===== src/rtl/synth_audio_pkg.sv =====
// Shared constants, fetch-state type and frame packing for the I2S playback path.
// Latency: n/a (declarations and a pure function only).
// Backpressure: n/a.
package synth_audio_pkg;

    localparam int FRAME_BITS = 64;
    localparam int SAMPLE_W   = 16;
    localparam int BIT_CNT_W  = 6;

    typedef enum logic [1:0] {
        F_IDLE = 2'd0,
        F_REQ  = 2'd1,
        F_WAIT = 2'd2,
        F_FULL = 2'd3
    } fetch_state_t;

    // Lay a {left, right} buffer word out as one I2S frame: each half starts
    // with a one-bit delay slot, then the 16-bit sample MSB first, then zero pad.
    function automatic logic [FRAME_BITS-1:0] pack_frame(input logic [2*SAMPLE_W-1:0] word);
        return {1'b0, word[2*SAMPLE_W-1 -: SAMPLE_W], {(SAMPLE_W-1){1'b0}},
                1'b0, word[SAMPLE_W-1:0],             {(SAMPLE_W-1){1'b0}}};
    endfunction

endpackage


===== src/rtl/i2s_clk_gen.sv =====
// BCLK divider: fall/rise strobes every BCLK_HALF clk cycles and the 6-bit bit counter.
// Latency: first rise strobe BCLK_HALF cycles after run goes high; strobes are combinational.
// Backpressure: none; dropping run parks the divider, phase and bit counter at zero.
module i2s_clk_gen
    import synth_audio_pkg::*;
#(
    parameter int BCLK_HALF = 16
) (
    input  logic                 clk,
    input  logic                 rst,
    input  logic                 run,
    output logic                 fall,
    output logic                 rise,
    output logic [BIT_CNT_W-1:0] bit_cnt
);

    localparam int             DIV_W    = 8;
    localparam logic [DIV_W-1:0] DIV_LAST = DIV_W'(BCLK_HALF - 1);

    logic [DIV_W-1:0] div_cnt;
    logic             phase;
    logic             div_end;

    assign div_end = run && (div_cnt == DIV_LAST);
    assign fall    = div_end && phase;
    assign rise    = div_end && !phase;

    // Half-period divider; the bit counter advances on every falling edge.
    always_ff @(posedge clk) begin
        if (rst) begin
            div_cnt <= '0;
            phase   <= 1'b0;
            bit_cnt <= '0;
        end else if (!run) begin
            div_cnt <= '0;
            phase   <= 1'b0;
            bit_cnt <= '0;
        end else if (div_end) begin
            div_cnt <= '0;
            phase   <= !phase;
            if (phase) begin
                bit_cnt <= bit_cnt + BIT_CNT_W'(1);
            end
        end else begin
            div_cnt <= div_cnt + DIV_W'(1);
        end
    end

endmodule


===== src/rtl/synth_buffer_i2s_tx.sv =====
// Plays 32-bit {L,R} words from a ring buffer in BRAM out as 64-bit I2S frames.
// Latency: fetch is 3 clk (req, wait, capture); first BCLK rise BCLK_HALF cycles after enable.
// Backpressure: empty buffer at a frame boundary plays silence and bumps underrun_cnt.
module synth_buffer_i2s_tx
    import synth_audio_pkg::*;
#(
    parameter int          BCLK_HALF = 16,
    parameter int          ADDR_W    = 10,
    parameter logic [31:0] BASE_ADDR = 32'h0000_0000
) (
    input  logic              clk,
    input  logic              rst,
    input  logic              enable,
    input  logic [ADDR_W-1:0] wr_ptr,
    output logic [ADDR_W-1:0] rd_ptr,
    output logic [31:0]       BRAM_addr,
    output logic              BRAM_en,
    output logic [3:0]        BRAM_we,
    input  logic [31:0]       BRAM_dout,
    output logic [15:0]       underrun_cnt,
    output logic              i2s_bclk,
    output logic              i2s_lrclk,
    output logic              i2s_sdata
);

    fetch_state_t            state;
    logic [ADDR_W-1:0]       wr_q;
    logic [31:0]             hold_dat;
    logic                    hold_vld;
    logic [FRAME_BITS-1:0]   shift_reg;
    logic [FRAME_BITS-1:0]   frame_word;
    logic                    active;
    logic                    first_pend;
    logic                    fall;
    logic                    rise;
    logic [BIT_CNT_W-1:0]    bit_cnt;
    logic [BIT_CNT_W-1:0]    next_bit;
    logic                    start;
    logic                    at_wrap;
    logic                    wrap_load;
    logic                    first_load;
    logic                    load;
    logic                    stop;

    // The holding register is occupied exactly while the fetch FSM sits in F_FULL.
    assign hold_vld   = (state == F_FULL);
    assign start      = !active && enable;
    assign at_wrap    = fall && (bit_cnt == BIT_CNT_W'(FRAME_BITS - 1));
    assign wrap_load  = at_wrap && enable;
    assign stop       = at_wrap && !enable;
    // After a (re)start the frame begins at bit 0, which is always a zero slot,
    // so the load is deferred to the first falling edge; that gives the fetch
    // 2*BCLK_HALF cycles to fill the holding register before anything is lost.
    assign first_load = fall && first_pend;
    assign load       = wrap_load || first_load;
    assign next_bit   = bit_cnt + BIT_CNT_W'(1);
    assign frame_word = hold_vld ? pack_frame(hold_dat) : '0;

    assign BRAM_en   = (state == F_REQ);
    assign BRAM_we   = 4'b0000;
    assign BRAM_addr = BASE_ADDR + (32'(rd_ptr) << 2);

    i2s_clk_gen #(
        .BCLK_HALF (BCLK_HALF)
    ) u_clk_gen (
        .clk     (clk),
        .rst     (rst),
        .run     (active),
        .fall    (fall),
        .rise    (rise),
        .bit_cnt (bit_cnt)
    );

    // Run control: start immediately on enable, stop only at a frame boundary.
    always_ff @(posedge clk) begin
        if (rst) begin
            active     <= 1'b0;
            first_pend <= 1'b0;
        end else begin
            if (start) begin
                active <= 1'b1;
            end else if (stop) begin
                active <= 1'b0;
            end
            if (start) begin
                first_pend <= 1'b1;
            end else if (first_load) begin
                first_pend <= 1'b0;
            end
        end
    end

    // Fetch FSM: one word at a time into the holding register; empty compare
    // uses last cycle's wr_ptr so a producer update is never half-seen.
    always_ff @(posedge clk) begin
        if (rst) begin
            state    <= F_IDLE;
            wr_q     <= '0;
            rd_ptr   <= '0;
            hold_dat <= '0;
        end else begin
            wr_q <= wr_ptr;
            case (state)
                F_IDLE: begin
                    if (enable && (rd_ptr != wr_q)) begin
                        state <= F_REQ;
                    end
                end
                F_REQ: begin
                    state <= F_WAIT;
                end
                F_WAIT: begin
                    hold_dat <= BRAM_dout;
                    rd_ptr   <= rd_ptr + ADDR_W'(1);
                    state    <= F_FULL;
                end
                F_FULL: begin
                    if (load) begin
                        state <= F_IDLE;
                    end
                end
                default: begin
                    state <= F_IDLE;
                end
            endcase
        end
    end

    // Serializer: all three I2S lines are registered and move only on strobes;
    // lrclk and sdata change only on the falling-edge cycle.
    always_ff @(posedge clk) begin
        if (rst) begin
            i2s_bclk  <= 1'b0;
            i2s_lrclk <= 1'b0;
            i2s_sdata <= 1'b0;
            shift_reg <= '0;
        end else if (rise) begin
            i2s_bclk <= 1'b1;
        end else if (fall) begin
            i2s_bclk  <= 1'b0;
            i2s_lrclk <= next_bit[BIT_CNT_W-1];
            if (stop) begin
                i2s_sdata <= 1'b0;
            end else if (first_load) begin
                i2s_sdata <= frame_word[FRAME_BITS-2];
                shift_reg <= frame_word << 2;
            end else if (wrap_load) begin
                i2s_sdata <= frame_word[FRAME_BITS-1];
                shift_reg <= frame_word << 1;
            end else begin
                i2s_sdata <= shift_reg[FRAME_BITS-1];
                shift_reg <= shift_reg << 1;
            end
        end
    end

    // Count every frame that had to be played as silence, saturating.
    always_ff @(posedge clk) begin
        if (rst) begin
            underrun_cnt <= '0;
        end else if (load && !hold_vld && (underrun_cnt != 16'hFFFF)) begin
            underrun_cnt <= underrun_cnt + 16'd1;
        end
    end

endmodule

===== config.mk =====
export PLATFORM = sky130hd
export DESIGN_NAME = synth_buffer_i2s_tx
export DESIGN_NICKNAME = d
export VERILOG_FILES = /design/src/rtl/synth_audio_pkg.sv /design/src/rtl/i2s_clk_gen.sv /design/src/rtl/synth_buffer_i2s_tx.sv
export SDC_FILE = /design/constraint.sdc
export NUM_CORES = 1
export LEC_CHECK = 0
export CORE_ASPECT_RATIO = 1.5
export CORE_UTILIZATION = 40
export DETAILED_ROUTE_END_ITERATION = 16
export SLEW_MARGIN = 25
export SYNTH_ARGS = -nofsm -noshare
export SYNTH_HDL_FRONTEND = slang
export SYNTH_SLANG_ARGS = --single-unit

===== constraint.sdc =====
create_clock -name clk -period 2.9 [get_ports clk]
set_input_delay 0.58 -clock clk [delete_from_list [all_inputs] [get_ports clk]]
set_output_delay 0.58 -clock clk [all_outputs]
set_load 0.01 [all_outputs]

==> impl_metrics.csv <==
group,metric,value,unit
floorplan,die_x,104,µm
clock_network,numCtsBuffers,17,
clock_network,cts_tree,"yes",
logic_synthesis,synth_edf_count,0,
cells_and_area,largest_register_ffs,48,
logic_synthesis,synth.avg_cell_area,8.78,µm²
floorplan,fp.dieH,154,µm
critical_path,worstPathArrival,2.69,ns
critical_path,worstPathRequired,3.18,ns
critical_path,crit_fanout,17,
clock_network,cts_buffer_depth,2,
clock_network,insertion_delay,0.41,ns
route,dr_total_vias,5084,
global_route,grt_pass1_wl,23.5,mm
critical_path,r2r_slack,0.50,ns
global_route,grt_use_met3,0.0413,
critical_path,crit_family,"simple AND/OR/NAND/NOR gates",
global_route,track_usage,0.180,
timing,finalSetupViolations,0,
logic_synthesis,synth_mux_area_frac,0.0583,
clock_network,h-tree-depth,4,
global_route,grt_max_degree,57,
global_route,busiest_layer,"met2",
floorplan,row_count,55,
timing,holdWs,0.442,ns
critical_path,critPathKind,"reg -> reg",
floorplan,io_pins,111,
logic_synthesis,async_flop_share,0,
critical_path,path_cells,"ha_1, nand3_2, or4_4, o2111ai_4, buf_4, mux2i_1, nor2_1",
logic_synthesis,ys.flop_type,"dfxtp_1",
pwr,powerDensity,617,nW/µm²
run_status,status,"completed",
clock_network,postCtsHoldBufs,0,
clock_network,cts_setup_buffers,0,
critical_path,cp.buffers_inverters,1,
route,avgViaCountPerCell,5.16,
clock_network,cts_sinks,138,
place,io_buffers,84,
global_route,met1_usage,0.205,
cells_and_area,diodes,0,
route,dr.pass1.iters,4,
critical_path,worstSetupStartpointType,"register",
critical_path,cp_slowest_stage_delay,0.56,ns
place,hpwl,9.57,mm
pwr,peakVddDrop,391,µV
timing,post-route-worst-setup-slack,0.497,ns
global_route,gr-usage-met2,0.322,
logic_synthesis,synth_fa_ha_area_frac,0.0182,
place,gp_congestion,0.804,
floorplan,fp.coreArea,15100,µm²
logic_synthesis,yosys.area_share.simple,0.195,
logic_synthesis,synth_cell_types,56,
logic_synthesis,synth_top_family_by_area,"simple AND/OR/NAND/NOR gates",
timing,slew_headroom,0.603,
route,ant_nets,0,
timing,hold_viol_final,0,
timing,tightest_slew,0.596,ns
place,placed_area,7050,µm²
timing,rsz0062_at_grt,"no",
critical_path,critPathSlowestCell,"or4_4",
clock_network,cts-resized-gates,0,
global_route,first_global_vias,4914,
route,drt-wirelength-per-cell,14.1,µm
cells_and_area,finish.instance_area,7600,µm²
logic_synthesis,netlist_instances,706,
global_route,antenna_found_initial,0,
cells_and_area,fin_nets,828,
clock_network,cts_root_buf,"clkbuf_16",
clock_network,path_clk_slew,0.06,ns
global_route,grt.overflow.total,0,
timing,fin_tns_setup,0,ns
hold_path,hold_class,"reg -> reg",
critical_path,cp-end-kind,"register",
logic_synthesis,ys_seq_area_frac,0.446,
cells_and_area,drive_above_1_share,0.0775,
timing,final_max_slew_viol_count,0,
floorplan,die_area,16000,µm²
run,max_cap_violations,0,
route,wl,13.9,mm
logic_synthesis,synth_xor_area_frac,0.0424,
timing,max_freq,416,MHz
route,route.detailed.drc,0,
pwr,leakagePower,0.00261,µW
cells_and_area,fillers,1446,
place,dp_slack,0.188,ns
route,drtIter0Drc,207,
timing,worst_clock_skew,0.00824,ns
floorplan,start_util,0.410,
logic_synthesis,synth_area,6200,µm²
logic_synthesis,ys_seq_elements,138,
pwr,finalPower,4690,µW
timing,period_needed,2.40,ns
timing,finalCritPeriodShare,0.829,
cells_and_area,area_delta_synth_final,22.5,%
logic_synthesis,synth_compound_area_frac,0.159,
logic_synthesis,yosysWarnings,0,
## where the power goes
group,total [µW],switching [µW],internal (µW)
clock network,1960,800,1160
logic,627,329,299
registers,2100,86.0,2010
total,4690,1210,3480
## worst paths after layout
path                   startpoint                   end  depth (start not counted)
min reg2reg  u_clk_gen.div_cnt[0]  u_clk_gen.div_cnt[0]                          1
max reg2reg       underrun_cnt[0]       underrun_cnt[1]                          7
min          u_clk_gen.div_cnt[0]  u_clk_gen.div_cnt[0]                          1
max               underrun_cnt[0]       underrun_cnt[1]                          7
## synthesized netlist by cell type, drive strengths merged, types with 4 or more instances
library cell | instances | share of area
mux2i | 35 | 0.056
clkbuf | 24 | 0.015
and2 | 24 | 0.024
nand3 | 18 | 0.015
and3 | 4 | 0.0040
nor2 | 89 | 0.054
a22oi | 16 | 0.019
nor3 | 6 | 0.0083
nand2 | 52 | 0.031
dfxtp | 138 | 0.45
o31ai | 11 | 0.013
nor2b | 11 | 0.011
o22ai | 18 | 0.018
o21ai | 59 | 0.048
buf | 51 | 0.058
xor2 | 11 | 0.016
or3 | 15 | 0.016
a21oi | 35 | 0.028
ha | 9 | 0.018
xnor2 | 19 | 0.027
inv | 14 | 0.0085
nand4 | 11 | 0.011
## layout by cell type (no fill, tap or decap), types with 3 or more instances in the layout
cell type        netlist  routed
clkbuf_8               0       3
conb_1                 1      26
o22a_1                 3       3
nand3_1               17      17
nand2_1               52      52
a22oi_1               16      16
xnor2_1               19      19
clkinv_2               0       3
clkbuf_16              0      17
nor2b_1               11      11
nor2_1                89      89
clkdlybuf4s50_1        0      83
inv_1                 14      14
ha_1                   9       8
buf_4                 36      15
nand4_1               11      11
and2_1                24      24
or2_2                  3       3
o31ai_1               11      11
dfxtp_1              138     138
a22o_1                 3       3
nor3_1                 3       3
o21ai_1                9       9
o22ai_1               18      18
xor2_1                11      11
or3_1                 14      14
and3_1                 4       4
clkinv_4               0       4
a21oi_1               35      33
o21ai_0               50      50
clkbuf_1              24       3
mux2i_1               35      35
## metrics by stage
step,util,std cells
after global routing,0.502,986
after floorplan,-,731
after detailed placement,0.466,954
final,0.502,986
after global placement,0.466,954
after CTS,0.502,986
## cell families after synthesis
logic type / count (synthesis)
adder cells (fa/ha/maj): 9
multiplexers: 36
buffers and inverters: 89
XOR/XNOR: 30
AO/OA/AOI/OAI: 160
other: 1
AND/OR/NAND/NOR: 243
flip-flops: 138
## final cells by class
class / count / area, µm² / share of cell area
Tap cell: 199 / 249 / 0.0328
Clock buffer: 23 / 478 / 0.0629
Timing Repair Buffer: 99 / 948 / 0.125
Multi-Input combinational cell: 504 / 3040 / 0.400
Clock inverter: 9 / 66.3 / 0.00873
Inverter: 14 / 52.6 / 0.00692
Sequential cell: 138 / 2760 / 0.364
## metal layers
layer	vias to the layer above	wire length [µm]
met5	-	0
met4	0	325
met3	23	481
met2	105	7240
met1	2428	5890
li1	2528	-
Power figures use the tool's default switching activity.
